==> src/rtl/ex_wb_stage.sv <==
// ex_wb_stage: two-entry skid FIFO between the ALU and writeback.
// Architectural Z/N flags are updated when a beat is accepted, not when it retires.
// Also counts retired beats, saturating at 16'hFFFF.
module ex_wb_stage #(
  parameter int DATA_W = 32,
  parameter int REG_W  = 4
) (
  input  logic              clk,
  input  logic              rst_n,
  input  logic              in_valid,
  output logic              in_ready,
  input  logic [DATA_W-1:0] in_result,
  input  logic [REG_W-1:0]  in_rd,
  input  logic              in_we,
  input  logic              in_set,
  input  logic              in_z,
  input  logic              in_n,
  input  logic              flush,
  output logic              out_valid,
  input  logic              out_ready,
  output logic [DATA_W-1:0] out_result,
  output logic [REG_W-1:0]  out_rd,
  output logic              out_we,
  output logic              flag_z,
  output logic              flag_n,
  output logic [15:0]       retired
);

  logic [1:0]  count_reg, count_next;
  logic        wr_ptr_reg, wr_ptr_next;
  logic        rd_ptr_reg, rd_ptr_next;
  logic        live_reg;
  logic        flag_z_reg, flag_z_next;
  logic        flag_n_reg, flag_n_next;
  logic [15:0] retired_reg, retired_next;
  logic        push, pop;

  // Entry storage is intentionally unreset; out_valid qualifies its contents.
  logic [DATA_W-1:0] result_mem [2];
  logic [REG_W-1:0]  rd_mem     [2];
  logic              we_mem     [2];

  // Handshake decode uses registered state only, so out_ready never reaches in_ready.
  // live_reg holds in_ready low until the first edge after reset is released.
  assign in_ready  = live_reg && (count_reg != 2'd2);
  assign out_valid = (count_reg != 2'd0);
  assign push      = in_valid && in_ready && !flush;
  assign pop       = out_valid && out_ready && !flush;

  assign out_result = result_mem[rd_ptr_reg];
  assign out_rd     = rd_mem[rd_ptr_reg];
  assign out_we     = we_mem[rd_ptr_reg];
  assign flag_z     = flag_z_reg;
  assign flag_n     = flag_n_reg;
  assign retired    = retired_reg;

  genvar gi;
  generate
    for (gi = 0; gi < 2; gi++) begin : g_entry
      localparam logic IDX = 1'(gi);
      // Capture the incoming beat into this slot when the write pointer selects it.
      always_ff @(posedge clk) begin
        if (push && (wr_ptr_reg == IDX)) begin
          result_mem[gi] <= in_result;
          rd_mem[gi]     <= in_rd;
          we_mem[gi]     <= in_we;
        end
      end
    end
  endgenerate

  // Next-state for occupancy, pointers, flags and retire counter; flush overrides everything.
  always_comb begin
    count_next   = count_reg;
    wr_ptr_next  = wr_ptr_reg;
    rd_ptr_next  = rd_ptr_reg;
    flag_z_next  = flag_z_reg;
    flag_n_next  = flag_n_reg;
    retired_next = retired_reg;
    if (flush) begin
      count_next  = 2'd0;
      wr_ptr_next = 1'b0;
      rd_ptr_next = 1'b0;
    end else begin
      if (push) begin
        wr_ptr_next = ~wr_ptr_reg;
        if (in_set) begin
          flag_z_next = in_z;
          flag_n_next = in_n;
        end
      end
      if (pop) begin
        rd_ptr_next = ~rd_ptr_reg;
        if (retired_reg != 16'hFFFF) retired_next = retired_reg + 16'd1;
      end
      case ({push, pop})
        2'b10:   count_next = count_reg + 2'd1;
        2'b01:   count_next = count_reg - 2'd1;
        default: count_next = count_reg;
      endcase
    end
  end

  // Control state register with asynchronous active-low reset.
  always_ff @(posedge clk or negedge rst_n) begin
    if (!rst_n) begin
      count_reg   <= 2'd0;
      wr_ptr_reg  <= 1'b0;
      rd_ptr_reg  <= 1'b0;
      live_reg    <= 1'b0;
      flag_z_reg  <= 1'b0;
      flag_n_reg  <= 1'b0;
      retired_reg <= 16'd0;
    end else begin
      count_reg   <= count_next;
      wr_ptr_reg  <= wr_ptr_next;
      rd_ptr_reg  <= rd_ptr_next;
      live_reg    <= 1'b1;
      flag_z_reg  <= flag_z_next;
      flag_n_reg  <= flag_n_next;
      retired_reg <= retired_next;
    end
  end

endmodule

==> config.mk <==
export PLATFORM = sky130hd
export DESIGN_NAME = ex_wb_stage
export DESIGN_NICKNAME = d
export VERILOG_FILES = /design/src/rtl/ex_wb_stage.sv
export SDC_FILE = /design/constraint.sdc
export NUM_CORES = 1
export LEC_CHECK = 0
export ABC_AREA = 0
export CELL_PAD_IN_SITES_DETAIL_PLACEMENT = 1
export CELL_PAD_IN_SITES_GLOBAL_PLACEMENT = 2
export CORE_UTILIZATION = 39
export CTS_CLUSTER_SIZE = 20
export DETAILED_ROUTE_END_ITERATION = 7
export DONT_BUFFER_PORTS = 1
export PLACE_DENSITY = 0.84
export SKIP_CTS_REPAIR_TIMING = 1
export SYNTH_ARGS = -nofsm -noshare
export SYNTH_HDL_FRONTEND = slang
export SYNTH_SLANG_ARGS = --single-unit
==> constraint.sdc <==
create_clock -name clk -period 2.95 [get_ports clk]
set_clock_uncertainty 0.1 [all_clocks]
set_input_delay 0.295 -clock clk [delete_from_list [all_inputs] [get_ports clk]]
set_output_delay 0.295 -clock clk [all_outputs]
set_load 0.05 [all_outputs]
==> results of run 1 <==
[cell type report]
class                      instances  area share, %
clock buffer                       9           2.66
clock inverter                     6           1.45
inverter                           1         0.0805
multi-input combinational        120           22.0
sequential                        97           60.0
tap                              129           3.46
timing repair buffer              49           10.4
[synthesized netlist by cell type]
library cell / count
edfxtp_1: 74
mux2_2: 37
dfrtp_1: 23
xor2_1: 13
nand2_1: 8
nor2_1: 8
nand3_1: 6
nor3_1: 5
nor4_2: 5
a21oi_1: 4
clkbuf_1: 4
nand4_1: 4
mux2_1: 3
or3_1: 3
xnor2_1: 3
and2_1: 2
nand3b_1: 2
nand4b_1: 2
a21boi_2: 1
a21o_1: 1
a31oi_1: 1
and3_1: 1
buf_1: 1
buf_6: 1
conb_1: 1
ha_1: 1
inv_1: 1
nand2b_1: 1
nand4_2: 1
nor3_4: 1
o211a_1: 1
o211ai_1: 1
o21a_1: 1
o21ai_2: 1
or2_2: 1
or4b_1: 1
[power groups by stage]
stage	clock network, mW	logic [mW]	registers (mW)
2_1_floorplan	0	0.240	1.69
3_3_place_gp	0	0.297	1.68
3_5_place_dp	0	0.302	1.68
4_1_cts	0.870	0.303	1.65
5_1_grt	0.918	0.384	1.66
6_report	0.842	0.363	1.65
[routing by layer]
| metal | wire length [um] | up-vias | GRT usage [%] |
|---|---|---|---|
| met4 | 74 | 0 | 4.35 |
| li1 | - | 953 | - |
| met3 | 562 | 8 | 6.28 |
| met2 | 4000 | 73 | 24.8 |
| met5 | 0 | - | 0 |
| met1 | 3220 | 1044 | 15.8 |
[logic make-up after synthesis]
kind of cell | Yosys count
flip-flops | 97
AND/OR/NAND/NOR | 51
multiplexers | 40
XOR/XNOR | 16
AO/OA/AOI/OAI | 11
buffers and inverters | 7
adder cells (fa/ha/maj) | 1
other | 1
[worst register-to-register path, delay by kind of cell, from the launching register on]
family	cells	cell delay [ps]
AOI/OAI and AO/OA	1	110
muxes	1	320
DFF	1	690
adders and majority gates	1	360
buffers and inverters	1	210
and+or+nand+nor	2	440
[worst paths after layout]
kind	end	cells after the start	start
worst max-delay path	retired[1]	6	retired[1]
worst min-delay path	count_reg[1]	2	out_ready
worst max register to register	retired[1]	6	retired[1]
worst min register to register	count_reg[1]	2	count_reg[1]
max in group asynchronous	rd_ptr_reg	2	rst_n
min in group asynchronous	retired[8]	2	rst_n
[metrics by stage]
stage               worst slack [ps]  instance area [um2]  util [%]  instances
CTS                              605                 4230      45.2        369
global placement                 692                 4040      43.1        354
detailed placement               634                 4040      43.1        354
floorplan                       -353                 3840         -        224
finish                           610                 4660      49.8        411
global route                     492                 4660      49.8        411
[cell usage in the layout, fill, tap and decap left out, types with 2 or more instances in the layout]
cell type,count
xnor2_1,3
mux2_2,37
buf_4,7
nand3_1,6
clkbuf_8,9
nor3_1,5
nand4_1,4
nand4b_1,2
or3_1,3
nand2_1,8
and2_1,2
nor2_1,6
nand3b_1,2
mux2_1,3
a21oi_1,4
inv_6,2
xor2_1,13
edfxtp_1,74
nor4_2,5
nor2_4,2
clkinvlp_4,2
dfrtp_1,22
dlygate4sd3_1,41
==> metrics.md, run 1 <==
| Metric | Value |
|---|---|
| Largest family of logic cells by synthesized area | multiplexers |
| Buf/Inv on CP | 1 |
| Sw Pwr | 0.820 mW |
| Area of the core | 0.00937 mm2 |
| Peak supply drop | 315 uV |
| Initial antenna violation count | 0 |
| Area of the multi-input gates | around 0.0010 mm2 |
| Startpoint Class | register |
| WL/cell | approximately 19 um |
| Post-Synth Adder-Cell Area | 0.326% |
| Final setup fails | 0 |
| Total Wirelength | 7860 um |
| GPL Wtd Cong | 0.758 |
| Clk pin slew, worst setup/hold paths | 100 ps |
| Yosys reg bits | 97 |
| Clock power share | 29.5% |
| Max Cap Viol | 0 |
| Row cnt | 35 |
| Drt first pass iters | 4 |
| Fmax | 427 MHz |
| Class of the most critical setup path | reg2reg |
| Mapped cell area | 0.00384 mm2 |
| Register area share after synthesis | approximately 73% |
| RSZ-0062 raised after global routing | no |
| Cell type with the largest total area after synthesis | edfxtp_1 |
| Status | finished clean |
| Die width | 101 um |
| Die height | 101 um |
| HP Class | in2reg |
| Clock buffer depth | 2 |
| Crit path largest cell delay | 690 ps |
| Post-synthesis xor/xnor area fraction | 3.65% |
| Largest net degree at the start of global routing | 39 |
| GRT Util Overall | 14.3% |
| HPWL after DPL | 4900 um |
| Syn_area_per_cell | between 15 and 20 um2 |
| Seq. cell area | between 0.002 and 0.003 mm2 |
| Fillers | 944 |
| Via count | approximately 2100 |
| First-pass GRT wire length | 10700 um |
| Cell Int Power | 2.04 mW |
| Post-synth top area share | 57.9% |
| H-Tree Depth | 3 |
| Root Buffer | clkbuf_8 |
| CP Data Required Time | 3090 ps |
| Number of remaining DRC errors | 0 |
| Critical path, cell by cell | ha_1, nand4_2, nor3_4, buf_4, a21boi_2, mux2_1 |
| Mux share of post-synthesis cell area | 11.7% |
| Overflow after GRT | 0 |
| Power Dens Cells | 613 mW/mm2 |
| Final min period | 2340 ps |
| Syn nets | 270 |
| Sink Count | 97 |
| Max reg flops | 64 |
| Crit-path max FO | 10 |
| Max transition margin | between 40 and 50% |
| Antenna Nets Post-Route | 0 |
| I/O pin total | 102 |
| Crit-path leading delay family | flip-flops |
| Hold WS | 14.1 ps |
| N_diodes | 0 |
| Yosys cell types | 36 |
| Period utilization | 79.3% |
| Total Power | 2.86 mW |
| Post-Synthesis Cells | 224 |
| R2r setup slk | about 610 ps |
| CTS tree | built |
| Largest cells by area after synthesis | edfxtp_1, dfrtp_1, mux2_2 |
| Sequential Power Share | 57.8% |
| Setup tns final | 0 ps |
| Slew Viols, Final | 0 |
| CTS Buf Count | 9 |
| Layout cells sized above 1 | 25.9% |
| Synth Area in Compound Gates | 2.05% |
| Die area | 0.0103 mm2 |
| Crit path arrival time | 2480 ps |
| Leak | approximately 1.7 nW |
| Crit. End Element | register |
| Final hold violations | 0 |
| Port Buffers | 0 |
| DR vias/cell | 5.06 |
| Layout area overhead | 21.4% |
| Yosys Warn Count | 0 |
| Switch share | 28.7% |
| Slowest-stage cell, CP | dfrtp_1 |
| Post-synthesis simple-gate area fraction | 8.44% |
| Nets@finish | 324 |
| Combinational cell fraction of total power | between 10% and 20% |
| Clock Latency Late Sink | ~350 ps |
| Number of global-route vias before repair | approximately 2000 |
| Slew @ Worst Pin | 881 ps |
| Detailed router's first-iteration violation count | 51 |
| Initial Util | 41.0% |
(Power assumes the default switching activity.)
==> run 2, diff against run 1 <==
- clock period: 2.95 -> 1.95 ns (I/O delays scaled with it)
==> metrics.md, run 2 (synthesis results as in run 1) <==
| Metric | Value |
|---|---|
| Combinational cell fraction of total power | 16.4% (+3.7 points) |
| Slew Viols, Final | 0 (unchanged) |
| Cells after DPL | 369 (+4.2%) |
| Crit path arrival time | 2010 ps (-470 ps) |
| GRT Util Overall | 14.2% (-0.034 points) |
| Power Dens Cells | 904 mW/mm2 (+48%) |
| CTS Buf Count | 9 (unchanged) |
| Largest net degree at the start of global routing | 38 (-2.6%) |
| Max reg flops | 64 (unchanged) |
| Die area | 0.0103 mm2 (unchanged) |
| Layout cells sized above 1 | 34.6% (+8.7 points) |
| Worst hold path startpoint | in_valid |
| Util after Layout | 52.0% (+2.2 points) |
| WL/cell | 19.2 um (+0.65%) |
| Number of remaining DRC errors | 0 (unchanged) |
| Final WS setup | 115 ps (-495 ps) |
| Metal-1 WL | 3200 um (-0.53%) |
| Switch share | 28.6% (-0.065 points) |
| Sw Pwr | 1.26 mW (+54%) |
| Commonest non-fill, non-tap cells in the layout | edfxtp_1, dlygate4sd3_1, mux2_2 |
| Area of the core | 0.00937 mm2 (unchanged) |
| HP Class | in2reg |
| Class of the most critical setup path | reg2reg |
| Overflow after GRT | 0 (unchanged) |
| HPWL after DPL | 5010 um (+2.3%) |
| Number of global-route vias before repair | 2071 (+5.0%) |
| Initial antenna violation count | 0 (unchanged) |
| Drt first pass iters | 4 (unchanged) |
| Clock buffer depth | 2 (unchanged) |
| Nets@finish | 340 (+4.9%) |
| Root Buffer | clkbuf_8 |
| Layout area overhead | 26.8% |
| CP Launch Point | count_reg[1] |
| Most common cell after layout, fill and taps aside | edfxtp_1 |
| CTS tree | built |
| Crit-path leading delay family | simple AND/OR/NAND/NOR gates |
| H-Tree Depth | 3 (unchanged) |
| GPL Wtd Cong | 0.734 (-3.2%) |
| Wire length on met3 | 613 um (+9.1%) |
| Met2 wire length | 4360 um (+8.8%) |
| CP Data Required Time | 2120 ps (-970 ps) |
| Critical path, cell by cell | o21ai_2, or3_1, nor4_2, xor2_1 |
| Clock Latency Late Sink | 350 ps (about the same) |
| Die height | 101 um (unchanged) |
| Worst r2r src | count_reg[1] |
| DR vias/cell | 4.97 (-1.6%) |
| N_diodes | 0 (unchanged) |
| Placement Setup Slack | 137 ps (-497 ps) |
| Leak | 1.76 nW (+5.4%) |
| Detailed router's first-iteration violation count | 36 (-29%) |
| Crit. End Element | register |
| Max Cap Viol | 0 (unchanged) |
| Top layer in use | met4 |
| Via count | 2124 (+2.2%) |
| Final setup fails | 0 (unchanged) |
| I/O pin total | 102 (unchanged) |
| Peak supply drop | 750 uV (+140%) |
| Setup tns final | 0 ps (unchanged) |
| Cell Int Power | 3.14 mW (+54%) |
| Total Power | 4.40 mW (+54%) |
| Crit path largest cell delay | 540 ps (-150 ps) |
| Clk pin slew, worst setup/hold paths | 90 ps (about the same) |
| Sequential Power Share | 54.6% (-3.2 points) |
| Initial Util | 41.0% (unchanged) |
| Antenna Nets Post-Route | 0 (unchanged) |
| Row cnt | 35 (unchanged) |
| Fmax | 545 MHz (+28%) |
| Buf/Inv on CP | 0 (-1) |
| Startpoint Class | register |
| Final min period | 1840 ps (-505 ps) |
| Die width | 101 um (unchanged) |
| Port Buffers | 0 (unchanged) |
| Period utilization | 94.1% (+15 points) |
| Clock power share | 28.9% (-0.6 points) |
| Total Wirelength | 8210 um (+4.6%) |
| First-pass GRT wire length | 10600 um (-0.39%) |
| Slowest-stage cell, CP | or3_1 |
| Status | finished clean |
| Final hold violations | 0 (unchanged) |
| Non-filler instance count after layout | 427 (+3.9%) |
| Sink Count | 97 (unchanged) |
| Crit-path max FO | 9 (-1) |
==> run 2: through the flow <==
step                hold slack, ps  cell area (um2)
CTS                           -598             4430
detailed placement            -200             4240
floorplan                     -201             3900
global route                  6.38             4870
finish                        9.82             4870
global placement              -200             4240
==> run 2: final timing paths <==
kind,to,slack (ps),cells after the start
worst max-delay path,retired[13],110,4
worst min-delay path,wr_ptr_reg,10,3
worst max register to register,retired[13],110,4
worst min register to register,retired[9],410,1
max in group asynchronous,retired[15],1440,2
min in group asynchronous,retired[7],160,2
==> run 2: layout make-up <==
type                       count  area, um2
clock buffer                   9        124
clock inverter                 6       68.8
fill                         906       4500
inverter                       1       3.75
multi-input combinational    120       1060
sequential                    97       2810
tap                          129        161
timing repair buffer          65        643
==> run 2: tightest hold or removal path, delay by kind of cell <==
kind,cells,cell delay [ps]
xor gates and xnor gates,1,70
and+or+nand+nor,2,160
==> run 2: power by group through the flow <==
stage	Combinational, mW	Clock [mW]	Sequential, mW
final	0.723	1.27	2.40
after global routing	0.773	1.40	2.41
after global placement	0.625	0	2.45
after floorplan	0.384	0	2.57
after detailed placement	0.632	0	2.45
after CTS	0.633	1.32	2.41
==> run 2: routing by layer <==
| metal | global-route usage, % | up-vias |
|---|---|---|
| met4 | 4.01 | 0 |
| met1 | 15.0 | 1056 |
| met5 | 0 | - |
| li1 | - | 983 |
| met3 | 7.59 | 6 |
| met2 | 24.8 | 79 |
==> run 3, diff against run 2 <==
- CTS_CLUSTER_SIZE: 20 -> default
- SKIP_CTS_REPAIR_TIMING: 1 -> default
==> metrics.md, run 3 (synthesis results as in run 1) <==
| Metric | Value |
|---|---|
| HP Class | in2reg |
| Most common cell after layout, fill and taps aside | edfxtp_1 |
| Drt first pass iters | 4 (unchanged) |
| Total Wirelength | 8060 um (-1.8%) |
| H-Tree Depth | 3 (unchanged) |
| RSZ-0062 raised after global routing | no |
| Overflow after GRT | 0 (unchanged) |
| Fmax | 557 MHz (+2.2%) |
| Via count | 2139 (+0.71%) |
| Antenna Nets Post-Route | 0 (unchanged) |
| Root Buffer | clkbuf_8 |
| DR vias/cell | 5.00 (+0.47%) |
| Startpoint Class | register |
| Max transition margin | 31.0% |
| Class of the most critical setup path | reg2out |
| Crit path arrival time | 1500 ps (-510 ps) |
| WL/cell | 18.8 um (-2.1%) |
| Port Buffers | 0 (unchanged) |
| Row cnt | 35 (unchanged) |
| CP Data Required Time | 1650 ps (-470 ps) |
| Final hold violations | 0 (unchanged) |
| Initial antenna violation count | 0 (unchanged) |
| Leak | 1.76 nW (about the same) |
| Layout area overhead | 26.9% |
| Peak supply drop | 773 uV (+3.0%) |
| Die area | 0.0103 mm2 (unchanged) |
| First-pass GRT wire length | 12100 um (+13%) |
| Slew @ Worst Pin | 1030 ps |
| Clk pin slew, worst setup/hold paths | 90 ps (about the same) |
| GR peak layer | met2 |
| CTS Buf Count | 9 (unchanged) |
| Period utilization | 92.1% (-2.0 points) |
| Final min period | 1800 ps (-39.1 ps) |
| Setup Buffers After CTS | 0 |
| Crit-path max FO | 37 (+28) |
| Status | finished clean |
| Number of remaining DRC errors | 0 (unchanged) |
| I/O pin total | 102 (unchanged) |
| Met2 GRT Util | 29.6% (+4.8 points) |
| Max reg flops | 64 (unchanged) |
| N_diodes | 0 (unchanged) |
| Met3 Usage GRT | 6.42% (-1.2 points) |
| GRT Util Overall | 16.1% (+1.9 points) |
| Area of the core | 0.00937 mm2 (unchanged) |
| M1 GR Usage | 17.3% (+2.3 points) |
| Layout cells sized above 1 | 34.4% (-0.12 points) |
| Util after Layout | 52.0% (+0.053 points) |
| Number of global-route vias before repair | 2368 (+14%) |
| Detailed router's first-iteration violation count | 25 (-31%) |
| Die height | 101 um (unchanged) |
| Sink Count | 97 (unchanged) |
| Final setup fails | 0 (unchanged) |
| Crit. End Element | output pin |
| Clock Latency Late Sink | 350 ps (about the same) |
| Slew Viols, Final | 0 (unchanged) |
| Clock buffer depth | 2 (unchanged) |
| Hold WS | 20.5 ps (+10.7 ps) |
| Largest net degree at the start of global routing | 38 (unchanged) |
| Initial Util | 41.0% (unchanged) |
| CTS tree | built |
| GPL Wtd Cong | 0.734 (unchanged) |
| Power Dens Cells | 902 mW/mm2 (-0.23%) |
| HPWL after DPL | 5010 um (unchanged) |
| Die width | 101 um (unchanged) |
| Commonest non-fill, non-tap cells in the layout | edfxtp_1, dlygate4sd3_1, mux2_2 |
| Max Cap Viol | 0 (unchanged) |
| Nets@finish | 341 (+0.29%) |
==> run 3: cell types whose count changed in the layout (fill, tap and decap cells not counted), sizes merged <==
cell,change
dlygate4sd3,+2
buf,-1
==> run 3: metrics by stage <==
stage	cell area [um2]	cells	setup TNS (ps)	worst slack [ps]	power, mW
final	4880	428	0	154	4.40
after global routing	4880	428	0	57.3	4.57
after CTS	4870	428	0	117	4.45
after detailed placement	4240	369	0	137	3.08
after global placement	4240	369	0	204	3.07
after floorplan	3900	224	-13050	-187	2.95
==> run 3: worst max-delay path, cell delays in order (launching register included) <==
cell     delay (ps)
dfrtp_2         400
buf_12          230
mux2_2          500
==> run 3: final timing paths <==
check	start	slack [ps]	depth (start not counted)	end
worst min-delay path	flush	20	3	retired[4]
max in group asynchronous	rst_n	690	1	retired[15]
worst max-delay path	rd_ptr_reg	150	2	out_result[28]
worst max register to register	count_reg[0]	150	5	result_mem[0][11]
worst min register to register	retired[9]	410	1	retired[9]
min in group asynchronous	rst_n	370	1	retired[10]
==> run 3: power by group <==
| part | switching [mW] | total (mW) | internal [mW] |
|---|---|---|---|
| clock | 0.679 | 1.27 | 0.593 |
| combinational | 0.487 | 0.721 | 0.233 |
| sequential | 0.0894 | 2.40 | 2.31 |
==> run 3: cell type report <==
class	count	area, um2
sequential	97	2810
inverter	1	3.75
multi-input combinational	120	1060
timing repair buffer	66	643
tap	129	161
fill	919	4500
clock buffer	9	124
clock inverter	6	68.8
==> run 3: per-layer routing <==
metal  wire length, um  part of all wire (%)
met1              3150                    39
met5                 0                     0
met2              4240                    53
met4                43                  0.53
met3               630                   7.8
==> run 3: repair_timing <==
item | 4_1_cts | 5_1_grt
setup endpoints to repair | 0 | 1
hold buffers | 44 | 0
hold endpoints to repair | 106 | 0
resized for setup | 0 | 1
==> edit: new RTL, config.mk and constraints of run 3 <==
`DATA_W`: 32 -> 64.
--- a/src/rtl/ex_wb_stage.sv
+++ b/src/rtl/ex_wb_stage.sv
@@ -3,5 +3,5 @@
 // Also counts retired beats, saturating at 16'hFFFF.
 module ex_wb_stage #(
-  parameter int DATA_W = 32,
+  parameter int DATA_W = 64,
   parameter int REG_W  = 4
 ) (
Ports: changed (resized in_result and out_result); port bits go from 102 to 166. The function was not compared with the original's and may differ.
==> edit against run 3 <==
  * Area after synthesis increased by 58%
  * Clock power increased by 140%
  * Critical path type is now reg2reg
  * Total power increased by 83%
  * Sequential cell count increased by 64
  * Wire length increased by 65%
  * Hold slack improved by 38 ps
  * Die area increased by 57%
  * Worst setup slack got worse by 110 ps
  * Sequential power increased by 65%
  * Final cell count increased by 48%
  * Synthesized cell count increased by 44%
  * Cell area increased by 62%
  * Global-route usage increased by 0.61 points
==> edit: results (changes against run 3) <==
status=finished, final reports clean; area of the multi-input gates=1370 um^2 (+29%); Clock-cell share=6.79% (+2.8 points); layout clock buffer count=18 (+9); hold depth=4 (+1); CP max FO=5 (-86%); 1st-iter DRT viols=157 (+530%); Crit-path slowest cell=or4_4; placed cell area=6610 um^2 (+56%); largest net degree at the start of global routing=42 (+11%); worst setup path category=reg2reg; reg-to-reg startpoint=retired[1]; proportion of layout cells with a drive suffix above 1=32.0% (-2.5 points); Std-Cell Rows=45 (+29%); pre-CTS WS=49.3 ps (-87.6 ps); Non-clock buffers=103 (+56%); met2 Track Usage GR=29.6% (about the same); most frequent cells after synthesis=edfxtp_1 (138), mux2_2 (55), dfrtp_1 (23), mux2_1 (16), xnor2_1 (14); final RePlAce weighted congestion=0.830 (+13%); # fillers=1393 (+52%); pwr/cell area=1020 nW/um^2 (+13%); top post-synthesis cells by area=edfxtp_1 (68%), mux2_2 (10%), dfrtp_1 (9.5%); switching share of power=27.2% (-1.4 points); Lkg Pwr=2.72 nW (+55%); Flop pwr share=49.1% (-5.6 points); Peak VDD IR=0.000523 V (-32%); Reg area=4730 um^2 (+68%); global-route wire length before repair=20100 um (+67%); Design Area, Final=7920 um^2 (+62%); GRT Util Overall=16.7% (+0.61 points); Root Buffer=clkbuf_16; Setup Buffers After CTS=0 (unchanged); Hold Buf Count CTS=77 (+75%); flop-to-flop setup slack=40 ps (-110 ps); NonClk Buf Share=13.1% (-0.046 points); Comb. pwr=1.10 mW (+53%); vias per cell=5.07 (+1.5%); CTS resizes=14 (+14); Post-Syn Instances=322 (+44%); max FFs per register=128 (+100%); CTS clk-pin slew, worst paths=60 ps (-30 ps); Total Wirelength=13300 um (+65%); Yosys cell types=35 (-2.8%); multi-input gates=150 (+25%); via count=3222 (+51%); TritonCTS buffer count=17 (+8); Post-synth EDFFs=138 (+86%); Syn Nets=400 (+48%); R2R Path End=retired[1]; Hold WS=58.9 ps (+38.4 ps); Hold Path End=retired[8]
==> edit: cell count changes after synthesis, moves of 5 or more <==
cell | run 3 | this run
edfxtp_1 | 74 | 138
mux2_2 | 37 | 55
nor4_2 | 5 | 0
xor2_1 | 13 | 2
xnor2_1 | 3 | 14
mux2_1 | 3 | 16
==> edit: cells by family (layout without fill, tap and decap cells) <==
kind of cell / count (synthesis) / in the layout / share of synthesized area, %
compound gates: 9 / 9 / 1.05
xor+xnor: 16 / 16 / 2.30
fa+ha+maj: 1 / 1 / 0.206
buf+inv: 11 / 136 / 0.679
flops: 161 / 161 / 77.6
mux: 72 / 72 / 13.4
other cells: 1 / 1 / 0.0616
simple gates: 51 / 51 / 4.75
==> edit: per-layer routing <==
layer,vias to the layer above,wire length [um]
met5,-,0
met4,0,135
met3,8,954
met2,116,6980
met1,1634,5210
li1,1464,-
